`src/rtl/link_pkg.sv`:
```
// ---------------------------------------------------------------------------
// link_pkg : shared OS-link packet constants, tx state encoding and helpers
// Rev 1.0
// ---------------------------------------------------------------------------
`default_nettype none

package link_pkg;

  localparam int DATA_PKT_BITS = 11;
  localparam int ACK_PKT_BITS  = 2;

  // Patterns are LSB first on the wire: ack = 1,0 ; data header = 1,1
  localparam logic [1:0] ACK_PATTERN = 2'b01;
  localparam logic [1:0] DATA_START  = 2'b11;

  typedef enum logic [0:0] {
    TX_IDLE = 1'b0,
    TX_SEND = 1'b1
  } tx_state_e;

  function automatic logic [DATA_PKT_BITS-1:0] data_pattern(input logic [7:0] d);
    return {1'b0, d, DATA_START};
  endfunction

endpackage

`default_nettype wire

```
`src/rtl/link_bit_timer.sv`:
```
// ---------------------------------------------------------------------------
// link_bit_timer : CLK_DIV divider, o_tick on the last clock of each bit period
// Rev 1.0
// ---------------------------------------------------------------------------
`default_nettype none

module link_bit_timer #(
  parameter int CLK_DIV = 8
) (
  input  logic i_clk,
  input  logic i_rst,
  input  logic i_en,
  output logic o_tick
);

  localparam int CW = (CLK_DIV > 2) ? $clog2(CLK_DIV) : 1;

  logic [CW-1:0] r_cnt;
  logic          w_last;

  assign w_last = (r_cnt == CW'(CLK_DIV - 1));
  assign o_tick = i_en && w_last;

  // Held at zero while disabled so every packet starts on a fresh period
  always_ff @(posedge i_clk or posedge i_rst) begin
    if (i_rst) begin
      r_cnt <= '0;
    end else if (!i_en || w_last) begin
      r_cnt <= '0;
    end else begin
      r_cnt <= r_cnt + 1'b1;
    end
  end

endmodule

`default_nettype wire

```
`src/rtl/os_link_tx.sv`:
```
// ---------------------------------------------------------------------------
// os_link_tx : OS-link serial transmitter with stop-and-wait ack handling
// Rev 1.0
// ---------------------------------------------------------------------------
`default_nettype none

module os_link_tx
  import link_pkg::*;
#(
  parameter int CLK_DIV     = 8,
  parameter int ACK_TIMEOUT = 65536
) (
  input  logic       io_clk,
  input  logic       io_rst,
  input  logic [7:0] tx_data,
  input  logic       tx_valid,
  output logic       tx_ready,
  input  logic       ack_req,
  input  logic       ack_in,
  output logic       link_out,
  output logic       busy,
  output logic       tx_done,
  output logic       ack_ovf,
  output logic       ack_timeout
);

  localparam int TW = (ACK_TIMEOUT > 0) ? $clog2(ACK_TIMEOUT + 1) : 1;

  tx_state_e                r_state;
  logic [DATA_PKT_BITS-1:0] r_shift;
  logic [3:0]               r_bits;
  logic                     r_is_data;
  logic                     r_ready_en;
  logic                     r_outstanding;
  logic                     r_ack_pending;
  logic                     r_ack_ovf;
  logic                     r_tx_done;
  logic                     r_ack_timeout;
  logic                     r_to_run;
  logic [TW-1:0]            r_to_cnt;

  logic w_tick;
  logic w_accept;
  logic w_ack_start;
  logic w_pkt_end;
  logic w_remote_ack;
  logic w_to_hit;

  link_bit_timer #(.CLK_DIV(CLK_DIV)) u_bit_timer (
    .i_clk  (io_clk),
    .i_rst  (io_rst),
    .i_en   (r_state == TX_SEND),
    .o_tick (w_tick)
  );

  assign tx_ready     = r_ready_en && (r_state == TX_IDLE) && !r_outstanding && !r_ack_pending;
  assign w_accept     = tx_valid && tx_ready;
  assign w_ack_start  = (r_state == TX_IDLE) && r_ack_pending;
  assign w_pkt_end    = (r_state == TX_SEND) && w_tick && (r_bits == 4'd1);
  assign w_remote_ack = ack_in && r_outstanding;
  assign w_to_hit     = r_to_run && (r_to_cnt == TW'(ACK_TIMEOUT - 1));

  assign link_out    = (r_state == TX_SEND) && r_shift[0];
  assign busy        = (r_state == TX_SEND);
  assign tx_done     = r_tx_done;
  assign ack_ovf     = r_ack_ovf;
  assign ack_timeout = r_ack_timeout;

  always_ff @(posedge io_clk or posedge io_rst) begin
    if (io_rst) begin
      r_state   <= TX_IDLE;
      r_shift   <= '0;
      r_bits    <= '0;
      r_is_data <= 1'b0;
    end else begin
      case (r_state)
        TX_IDLE: begin
          if (w_ack_start) begin
            r_shift   <= {{(DATA_PKT_BITS - ACK_PKT_BITS){1'b0}}, ACK_PATTERN};
            r_bits    <= 4'(ACK_PKT_BITS);
            r_is_data <= 1'b0;
            r_state   <= TX_SEND;
          end else if (w_accept) begin
            r_shift   <= data_pattern(tx_data);
            r_bits    <= 4'(DATA_PKT_BITS);
            r_is_data <= 1'b1;
            r_state   <= TX_SEND;
          end
        end
        TX_SEND: begin
          if (w_tick) begin
            r_shift <= r_shift >> 1;
            r_bits  <= r_bits - 4'd1;
            if (r_bits == 4'd1) begin
              r_state <= TX_IDLE;
            end
          end
        end
        default: r_state <= TX_IDLE;
      endcase
    end
  end

  // A request arriving in the cycle the pending ack is consumed re-arms it
  always_ff @(posedge io_clk or posedge io_rst) begin
    if (io_rst) begin
      r_ack_pending <= 1'b0;
      r_ack_ovf     <= 1'b0;
    end else if (ack_req) begin
      if (r_ack_pending && !w_ack_start) begin
        r_ack_ovf <= 1'b1;
      end else begin
        r_ack_pending <= 1'b1;
      end
    end else if (w_ack_start) begin
      r_ack_pending <= 1'b0;
    end
  end

  always_ff @(posedge io_clk or posedge io_rst) begin
    if (io_rst) begin
      r_ready_en    <= 1'b0;
      r_outstanding <= 1'b0;
      r_tx_done     <= 1'b0;
      r_ack_timeout <= 1'b0;
      r_to_run      <= 1'b0;
      r_to_cnt      <= '0;
    end else begin
      r_ready_en <= 1'b1;
      r_tx_done  <= w_remote_ack;

      if (w_accept) begin
        r_outstanding <= 1'b1;
      end else if (w_remote_ack || w_to_hit) begin
        r_outstanding <= 1'b0;
      end

      // Timeout window opens when a data packet finishes with no ack yet seen
      if (w_remote_ack || w_accept) begin
        r_to_run <= 1'b0;
        r_to_cnt <= '0;
      end else if (w_pkt_end && r_is_data && r_outstanding && (ACK_TIMEOUT != 0)) begin
        r_to_run <= 1'b1;
        r_to_cnt <= '0;
      end else if (r_to_run) begin
        if (r_to_cnt != {TW{1'b1}}) begin
          r_to_cnt <= r_to_cnt + 1'b1;
        end
        if (w_to_hit) begin
          r_to_run      <= 1'b0;
          r_ack_timeout <= 1'b1;
        end
      end
    end
  end

endmodule

`default_nettype wire
```
`config.mk`:
```
export PLATFORM = sky130hd
export DESIGN_NAME = os_link_tx
export DESIGN_NICKNAME = d
export VERILOG_FILES = /design/src/rtl/link_pkg.sv /design/src/rtl/link_bit_timer.sv /design/src/rtl/os_link_tx.sv
export SDC_FILE = /design/constraint.sdc
export NUM_CORES = 1
export LEC_CHECK = 0
export CAP_MARGIN = 25
export CORE_MARGIN = 2
export CORE_UTILIZATION = 44
export DETAILED_ROUTE_END_ITERATION = 10
export GPL_ROUTABILITY_DRIVEN = 0
export PLACE_DENSITY = 0.73
export SKIP_LAST_GASP = 1
export SLEW_MARGIN = 15
export SYNTH_ARGS = -nofsm -noshare
export SYNTH_HDL_FRONTEND = slang
export SYNTH_SLANG_ARGS = --single-unit
```
`constraint.sdc`:
```
create_clock -name io_clk -period 1.91 [get_ports io_clk]
set_input_delay 0.382 -clock io_clk [delete_from_list [all_inputs] [get_ports io_clk]]
set_output_delay 0.382 -clock io_clk [all_outputs]
set_load 0.01 [all_outputs]
```
## Yosys cells after proc, flatten, opt, wreduce, memory -nomap -nowiden

Cells that the tools add are included.

| cells by class | value |
|---|---|
| reduce and logical (&&, ||, !) cells | 32 |
| add/subtract/negate cells | 3 |
| equal/unequal tests | 7 |
| multiplexer cells | 29 |
| bitwise operators | 3 |

Operator list:

| kind | count |
|---|---|
| $mux 17 | 4 |
| $mux 11 | 3 |
| $pmux 11 s2 | 1 |
| $add 17x1->17 const B | 1 |
| $eq 17x16->1 const B | 1 |
| $ne 17x17->1 const B | 1 |
| $mux 1 | 15 |
| $logic_and 1x1->1 | 14 |
| $mux 4 | 3 |
| $reduce_and 2->1 | 5 |
| $pmux 4 s2 | 1 |
| $reduce_bool 2->1 | 3 |
| $reduce_bool 3->1 | 2 |
| $eq 4x1->1 const B | 1 |
| $logic_not 1->1 | 4 |
| $reduce_and 4->1 | 1 |
| $sub 4x1->4 const B | 1 |
| $add 3x1->3 const B | 1 |
| $eq 3x3->1 const B | 1 |
| $logic_or 1x1->1 | 3 |
| $mux 3 | 1 |
| $ne 3x3->1 const B | 1 |
| $not 1->1 | 3 |
| $ne 2x1->1 const B | 1 |
| other kinds (2) | 2 |

| word-level totals | value |
|---|---|
| logic and storage cells | 87 |
| input port bits | 13 |
| output and inout port bits | 6 |
| bits in registers | 44 |

## Depth between registers and ports, before layout

Gate-level depths: netlist of the first run.

| depth | value |
|---|---|
| depth in word-level cells | 8 |
| mapped depth | 8 |
| depth with buffers taken out | 8 |

## Hierarchy

Synthesis of the first run repeated with hierarchy kept, for this count alone.

| second synthesis, totals | value |
|---|---|
| cell total of the unflattened synthesis | 204 |
| area total of the unflattened synthesis | 2072.0 um2 |

By module, submodules not included:

| module | seq. area each (um2) | area an instance (um2) | cells an instance | times used |
|---|---|---|---|---|
| os_link_tx | 1001.0 | 1930.6 | 194 | 1 |
| link_bit_timer | 75.1 | 141.4 | 10 | 1 |

## Worst setup path before layout of the first run

OpenSTA, ideal clock, no wires.

| timing | value |
|---|---|
| path type | reg-to-reg |
| from | reg r_to_cnt[7] |
| to | reg r_to_cnt[15] |
| required time | 1.776 ns |
| clock period less this slack | 2.032 ns |
| path buffers | 0 |
| arrival | 1.898 ns |
| setup slack | -0.122 ns |
| setup time | 0.134 ns |
| stages on the path, launching flop included | 9 |
| cells stage by stage | dfrtp_1 -> nand4_2 -> or3_4 -> nor3_1 -> ha_1 -> nand2b_1 -> nor3_1 -> or3b_1 -> a21oi_1 |

| between the ends | value |
|---|---|
| cells in the longest elaborated chain, start to end | 5 |
| elaborated cells on any way between the ends | 8 |
| classes of those cells | add/sub: 1; eq/ne: 1; mux: 4; reduce/logical: 2 |

Ends and longest elaborated chain:

| item | line | RTL |
|---|---|---|
| start: declaration | os_link_tx.sv:40 | `logic [TW-1:0] r_to_cnt;` |
| start signal: assignment | os_link_tx.sv:147 | `r_to_cnt <= r_to_cnt + 1'b1;` |
| $add 17x1->17 | os_link_tx.sv:147 |  |
| $mux 17 | os_link_tx.sv:146 | `if (r_to_cnt != {TW{1'b1}}) begin` |
| $mux 17 | os_link_tx.sv:145 | `end else if (r_to_run) begin` |
| $mux 17 | os_link_tx.sv:142 | `end else if (w_pkt_end && r_is_data && r_outstanding && (ACK_TIMEOUT != 0)) begin` |
| $mux 17 | os_link_tx.sv:139 | `if (w_remote_ack \|\| w_accept) begin` |

Parallel ways exist; a longest one is shown, timed or not. The select of a mux whose other input is x is not followed.
A chain may end at the register's enable or synchronous reset.

## Worst setup path after layout of the first run

| timing | value |
|---|---|
| from | reg r_to_cnt[7] |
| to | reg r_to_cnt[4] |

| between the ends | value |
|---|---|
| cells in the longest elaborated chain, start to end | 3 |

Ends and longest elaborated chain:

| item | line |
|---|---|
| $ne 17x17->1 | os_link_tx.sv:146 |
| $reduce_bool 3->1 (no line) | -- |
| $reduce_and 2->1 (no line) | -- |

Every way passes these cells.

==> results of run 1 <==
## cells in the mapped netlist, types with 2 or more instances
library cell  instances
nand2_1               8
a22oi_1               7
nor2_1               32
nand2b_1              3
a21o_1                2
dfrtp_1              43
nor3_1                6
a21boi_0              2
nand4b_1              2
inv_1                11
clkbuf_1              4
nor4b_1               2
xnor2_1              12
and2_1                5
ha_1                  7
o21ai_0               4
nor2b_1               3
nor4_1                5
nand3_1               7
nand4_1               2
xor2_1                3
a21oi_1              15
nand4_2               2
## stage by stage
step | hold slack [ps] | cell area [um2] | util | power [mW]
6_report | 424.6 | 2720 | 0.6162 | 2.981
5_1_grt | 459.6 | 2720 | 0.6162 | 3.209
4_1_cts | 439.9 | 2633 | 0.5964 | 2.940
3_5_place_dp | 433.5 | 2477 | 0.5612 | 2.245
3_3_place_gp | 428.6 | 2477 | 0.5612 | 2.209
2_1_floorplan | 408.1 | 2052 | - | 1.926
## state kept, by name, indices dropped and copies added (netlist names), 3 cells and up
signal,cells
r_to_cnt,17
r_shift,10
r_bits,4
u_bit_timer.r_cnt,3
## power breakdown
group	total [mW]	internal (mW)	leakage, nW	switching [mW]
Clock	0.675	0.383	0.0513	0.292
Combinational	0.937	0.476	0.637	0.462
Sequential	1.37	1.18	0.520	0.189
## cell usage in the layout (no fill, tap or decap), types with 2 or more instances in the layout
master / Yosys / final
a21boi_0: 2 / 2
a21o_1: 2 / 2
a21oi_1: 15 / 15
a22oi_1: 7 / 7
and2_1: 5 / 5
buf_4: 0 / 29
buf_6: 0 / 2
clkbuf_8: 0 / 5
clkdlybuf4s50_1: 0 / 17
dfrtp_1: 43 / 43
ha_1: 7 / 4
ha_4: 0 / 2
inv_1: 11 / 10
nand2_1: 8 / 7
nand2b_1: 3 / 2
nand3_1: 7 / 6
nand4_1: 2 / 2
nand4_2: 2 / 2
nand4b_1: 2 / 2
nor2_1: 32 / 32
nor2b_1: 3 / 2
nor3_2: 0 / 4
nor4_1: 5 / 3
nor4_2: 0 / 2
nor4b_1: 2 / 2
o21ai_0: 4 / 4
xnor2_1: 12 / 12
xor2_1: 3 / 3
## layout make-up
type,instances,area share
flip-flops and latches,43,0.3956
repair buffers,50,0.1615
clock inverters,1,0.01104
well taps,52,0.02392
multi-input cells,143,0.3661
clock buffers,6,0.02668
inverters,11,0.01518
## layer usage
layer / vias to the layer above / GRT usage
met5: - / 0
li1: 799 / -
met4: 0 / 0.05660
met1: 794 / 0.2409
met3: 4 / 0.03750
met2: 24 / 0.2691
## cell families after synthesis
| group | Yosys count | synth area share |
|---|---|---|
| XOR/XNOR | 15 | 0.06442 |
| buffers and inverters | 16 | 0.03006 |
| multiplexers | 1 | 0.005521 |
| other | 1 | 0.001839 |
| flip-flops | 43 | 0.5276 |
| AND/OR/NAND/NOR | 82 | 0.2117 |
| adder cells (fa/ha/maj) | 7 | 0.04294 |
| AO/OA/AOI/OAI | 37 | 0.1160 |
## critical path, stage by stage (launching register included)
cell and delay (ps):
dfrtp_1 360, nand4_2 130, or3_4 430, nor3_4 240, ha_4 180, buf_4 110
nor2b_2 60, nand4_1 100, xor2_1 180, nor2_1 60
## what timing repair did
action / in CTS / in global routing
pin swaps: 5 / 12
endpoints found under the setup margin: 10 / 15
gates resized for setup: 9 / 10
setup buffers: 2 / 6
## worst min path at each step
stage,from,end,slack (ps),depth (start not counted)
2_1_floorplan,u_bit_timer.r_cnt[0],u_bit_timer.r_cnt[0],410,1
3_3_place_gp,u_bit_timer.r_cnt[0],u_bit_timer.r_cnt[0],430,1
3_5_place_dp,u_bit_timer.r_cnt[0],u_bit_timer.r_cnt[0],430,1
4_1_cts,io_rst,u_bit_timer.r_cnt[0],440,3
5_1_grt,io_rst,u_bit_timer.r_cnt[0],460,3
6_report,io_rst,r_is_data,420,3
==> run_results.csv, run 1 <==
group,metric,value,unit
status,status,"finished, violations left",
status,violations,"setup timing",
clock_network,tritoncts,"built",
critical_path,endpoint,"r_to_cnt[4]",
floorplanning,die_area,0.005196,mm2
place,port-buffer-count,18,
sta,rsz0062_at_grt,"true",
logic_synthesis,syn_inst,202,
place,dp_cells,292,
clock_network,clock_sinks,43,
clock_network,clk_pin_slew,80,ps
logic_synthesis,synth.distinct_cells,38,
critical_path,required,2090,ps
floorplanning,ios,19,
clock_network,cts_root_buf,"clkbuf_8",
cells_and_area,fillerInstances,366,
power,p_leak,1.209,nW
routing,route.vias.total,1621,
cells_and_area,final_cells,306,
clock_network,htreeDepth,2,
logic_synthesis,synth.largest_area_cell,"dfrtp_1",
routing,routedWlPerCell,13.80,um
hold_path,hold_class,"in2async",
logic_synthesis,synth_edf_count,0,
global_routing,grt_usage,0.1727,
clock_network,ctsHoldBuffers,0,
critical_path,critPathCaptureType,"register",
cells_and_area,seq_area,0.001076,mm2
clock_network,cts_buffers,5,
logic_synthesis,ys.warnings.count,0,
floorplanning,initial_core_util,0.4620,
floorplanning,die-width,72.08,um
power,ir_worst_vdd,0.0005252,V
cells_and_area,multi_input_area,996.0,um2
critical_path,cp.arrival,2150,ps
sta,fin_worst_skew,7.344,ps
routing,routed-wl-met2,2.037,mm
logic_synthesis,synthArstFlopShare,1.000,
sta,finalMaxSlewViolations,0,
sta,period_share,1.034,
clock_network,cts_max_path_buffers,2,
clock_network,insertion_delay,290,ps
critical_path,setup.worst_path.start,"r_to_cnt[7]",
global_routing,grt_pass1_wl,7.148,mm
sta,fmax,506.3,MHz
place,post-place-ws,-88.54,ps
global_routing,grt_pass1_vias,1609,
cells_and_area,n_antenna_cell,0,
routing,top_layer,"met4",
critical_path,start_kind,"register",
global_routing,overflow,0,
logic_synthesis,yosysSeqAreaShare,0.5276,
floorplanning,core_area,0.004414,mm2
run,cap_violations,0,
logic_synthesis,synth_ff_type,"dfrtp_1",
place,dp_hpwl,2.680,mm
logic_synthesis,syn_nets,222,
sta,fin_tns_setup,-373.7,ps
critical_path,reg2reg_depth,9,
floorplanning,rows,24,
power,cellPowerDensity,1096,mW/mm2
cells_and_area,num-nets-final,274,
routing,viasPerCell,5.297,
logic_synthesis,ys_ff_latch,43,
sta,layout_min_cycle_time,1975,ps
critical_path,r2r_start,"r_to_cnt[7]",
routing,drc,0,
sta,finalWorstSetupSlack,-64.93,ps
cells_and_area,drive_above_1_share,0.2283,
sta,hold_viol_final,0,
critical_path,reg2reg_slack,-60,ps
logic_synthesis,yosys-top-cells-area,"dfrtp_1 53%, nor2_1 5.9%, xnor2_1 5.2%, ha_1 4.3%, a21oi_1 3.7%",
routing,drtPass1Iterations,4,
cells_and_area,synthToLayoutAreaGrowth,33.37,%
sta,finalSetupViolCount,8,
logic_synthesis,synth_top_area_frac,0.5276,
routing,route.met3.wl,108,um
logic_synthesis,syn_area_per_cell,10.10,um2
critical_path,criticalPathCategory,"reg2reg",
logic_synthesis,synth_area,0.002039,mm2
routing,wl_met1,2.028,mm
global_routing,antenna_found_initial,0,
floorplanning,die_y,72.08,um
routing,final_antenna_net_count,0,
routing,routed_wl,4.223,mm
routing,drt_iter0_drc,78,
critical_path,r2r-end,"r_to_cnt[4]",
critical_path,cp_max_fo,6,
global_routing,grt_max_degree,44,
Note: power is estimated with default switching activity, not from simulation.
==> inputs of run 2 (changes only) <==
--- a/config.mk
+++ b/config.mk
@@ -6,11 +6,13 @@
 export NUM_CORES = 1
 export LEC_CHECK = 0
 export CAP_MARGIN = 25
+export CELL_PAD_IN_SITES_DETAIL_PLACEMENT = 1
+export CELL_PAD_IN_SITES_GLOBAL_PLACEMENT = 1
 export CORE_MARGIN = 2
-export CORE_UTILIZATION = 44
+export CORE_UTILIZATION = 40
 export DETAILED_ROUTE_END_ITERATION = 10
 export GPL_ROUTABILITY_DRIVEN = 0
-export PLACE_DENSITY = 0.73
+export PLACE_DENSITY = 0.82
 export SKIP_LAST_GASP = 1
 export SLEW_MARGIN = 15
 export SYNTH_ARGS = -nofsm -noshare
==> run_results.csv, run 2 (synthesized netlist as in run 1, its figures left out) <==
group,metric,value,unit
sta,fmax,504.8,MHz
sta,finalWorstSetupSlack,-71.05,ps
sta,fin_worst_skew,8.401,ps
cells_and_area,synthToLayoutAreaGrowth,41.35,%
clock_network,insertion_delay,300,ps
global_routing,overflow,0,
cells_and_area,reg_top3,"r_to_cnt: 17 flops, r_shift: 10 flops, r_bits: 4 flops",
cells_and_area,largest-register,"r_to_cnt",
critical_path,crit_path_cell_trace,"nand4_2 -> or3_4 -> nor3_4 -> ha_2 -> nand4b_1 -> buf_6 -> nor4_2 -> xnor2_1 -> nor2_1",
clock_network,htreeDepth,2,
routing,route.vias.total,1751,
global_routing,antenna_found_initial,0,
critical_path,start_kind,"register",
critical_path,cp.arrival,2170,ps
hold_path,hold_class,"in2async",
floorplanning,rows,25,
critical_path,reg2reg_depth,9,
status,status,"finished, violations left",
critical_path,critPathSlowestCell,"or3_4",
floorplanning,core_area,0.004817,mm2
clock_network,clk_pin_slew,90,ps
floorplanning,initial_core_util,0.4234,
global_routing,grt_pass1_wl,9.473,mm
clock_network,clock_sinks,43,
status,violations,"setup timing",
critical_path,critPathCaptureType,"register",
sta,rsz0062_at_grt,"true",
critical_path,criticalPathCategory,"reg2reg",
cells_and_area,drive_above_1_share,0.2846,
sta,period_share,1.037,
sta,finalMaxSlewViolations,0,
cells_and_area,layout_commonest_cell,"dfrtp_1",
critical_path,r2r-end,"r_to_cnt[12]",
floorplanning,die_area,0.005686,mm2
cells_and_area,fillerInstances,533,
routing,drc,0,
global_routing,grt_usage,0.2243,
sta,hold_viol_final,0,
routing,routedWlPerCell,18.23,um
sta,layout_min_cycle_time,1981,ps
critical_path,max_stage_delay,410,ps
power,cellPowerDensity,1118,mW/mm2
critical_path,path_buf_inv,1,
cells_and_area,final_cell_mix,"42 x dfrtp_1, 33 x buf_4, 29 x nor2_1",
place,dp_hpwl,3.574,mm
run,cap_violations,0,
floorplanning,die_y,75.41,um
routing,routed_wl,5.961,mm
critical_path,cp_max_fo,5,
routing,drt_iter0_drc,106,
routing,final_antenna_net_count,0,
power,ir_worst_vdd,0.0006072,V
routing,drtPass1Iterations,4,
sta,finalSetupViolCount,13,
floorplanning,ios,19,
clock_network,cts_buffers,5,
cells_and_area,n_antenna_cell,0,
cells_and_area,fin_area,0.002883,mm2
power,p_leak,1.288,nW
clock_network,tritoncts,"built",
critical_path,r2r_start,"r_to_cnt[9]",
cells_and_area,num-nets-final,279,
floorplanning,die-width,75.41,um
clock_network,cts_max_path_buffers,2,
clock_network,cts_root_buf,"clkbuf_8",
sta,max_slew_margin,0.5921,
global_routing,grt_pass1_vias,1853,
place,port-buffer-count,18,
sta,fin_tns_setup,-530.1,ps
critical_path,required,2100,ps
critical_path,reg2reg_slack,-70,ps
routing,viasPerCell,5.355,
place,dpl_cell_area,0.002516,mm2
critical_path,crit_family,"simple AND/OR/NAND/NOR gates",
sta,worst_pin_slew,610.1,ps
global_routing,grt_max_degree,44,
cells_and_area,largest_reg_flops,17,
-- run 2: report_power, final --
group | total (mW) | internal [mW] | switching (mW)
Clock | 0.751 | 0.424 | 0.327
Combinational | 1.09 | 0.515 | 0.573
Sequential | 1.39 | 1.18 | 0.206
-- run 2: final cells by class --
class / count / area (um2) / area share
Clock inverter: 2 / 35.03 / 0.01215
Multi-Input combinational cell: 143 / 1050 / 0.3642
Inverter: 11 / 41.29 / 0.01432
Timing Repair Buffer: 55 / 513.0 / 0.1780
Tap cell: 67 / 83.83 / 0.02908
Sequential cell: 43 / 1077 / 0.3737
Clock buffer: 6 / 82.58 / 0.02865
-- run 2: worst max path at each step --
stage / startpoint / endpoint / depth (start not counted)
3_3_place_gp: r_to_cnt[0] / r_to_cnt[15] / 8
5_1_grt: r_to_cnt[9] / r_to_cnt[13] / 9
2_1_floorplan: r_to_cnt[0] / r_to_cnt[15] / 8
3_5_place_dp: r_to_cnt[0] / r_to_cnt[15] / 8
4_1_cts: r_to_cnt[9] / r_to_cnt[10] / 8
6_report: r_to_cnt[9] / r_to_cnt[12] / 9
-- run 2: layer usage --
layer | vias to the layer above | GRT usage | part of all wire
li1 | 810 | - | -
met5 | - | 0 | 0
met1 | 893 | 0.3128 | 0.44
met3 | 10 | 0.04365 | 0.031
met4 | 0 | 0.06628 | 0.016
met2 | 38 | 0.3565 | 0.51
-- run 2: worst register-to-register path: cells and delay by family, from the launching register on --
family / cells / cell delay (ps)
flip-flops: 1 / 380
buffers and inverters: 1 / 160
adder cells (fa/ha/maj): 1 / 220
AND/OR/NAND/NOR: 6 / 950
XOR/XNOR: 1 / 160
-- run 2: through the flow --
stage	setup slack, ps	utilization	std cells	total power, mW	hold slack, ps
after global routing	-150.6	0.5984	327	3.439	452.5
after global placement	-23.87	0.5223	308	2.222	425.3
after detailed placement	-138.0	0.5223	308	2.324	430.9
final	-71.05	0.5984	327	3.224	422.1
after CTS	-61.84	0.5782	321	3.148	433.6
after floorplan	-33.09	-	202	1.926	408.1
-- run 2: what timing repair did --
item / 4_1_cts / 5_1_grt
pin swaps: 16 / 17
resized for setup: 18 / 12
hold buffers: 0 / 0
gates cloned: 1 / 0
setup buffers: 4 / 6
hold endpoints to repair: 0 / 0
endpoints found under the setup margin: 15 / 22
==> inputs of run 3 (changes only) <==
--- a/config.mk
+++ b/config.mk
@@ -12,6 +12,7 @@
 export CORE_UTILIZATION = 40
 export DETAILED_ROUTE_END_ITERATION = 10
 export GPL_ROUTABILITY_DRIVEN = 0
+export HOLD_SLACK_MARGIN = 0.02
 export PLACE_DENSITY = 0.82
 export SKIP_LAST_GASP = 1
 export SLEW_MARGIN = 15
==> results of run 3 <==
No change in the layout: final DEF, timing and power equal those of run 2.
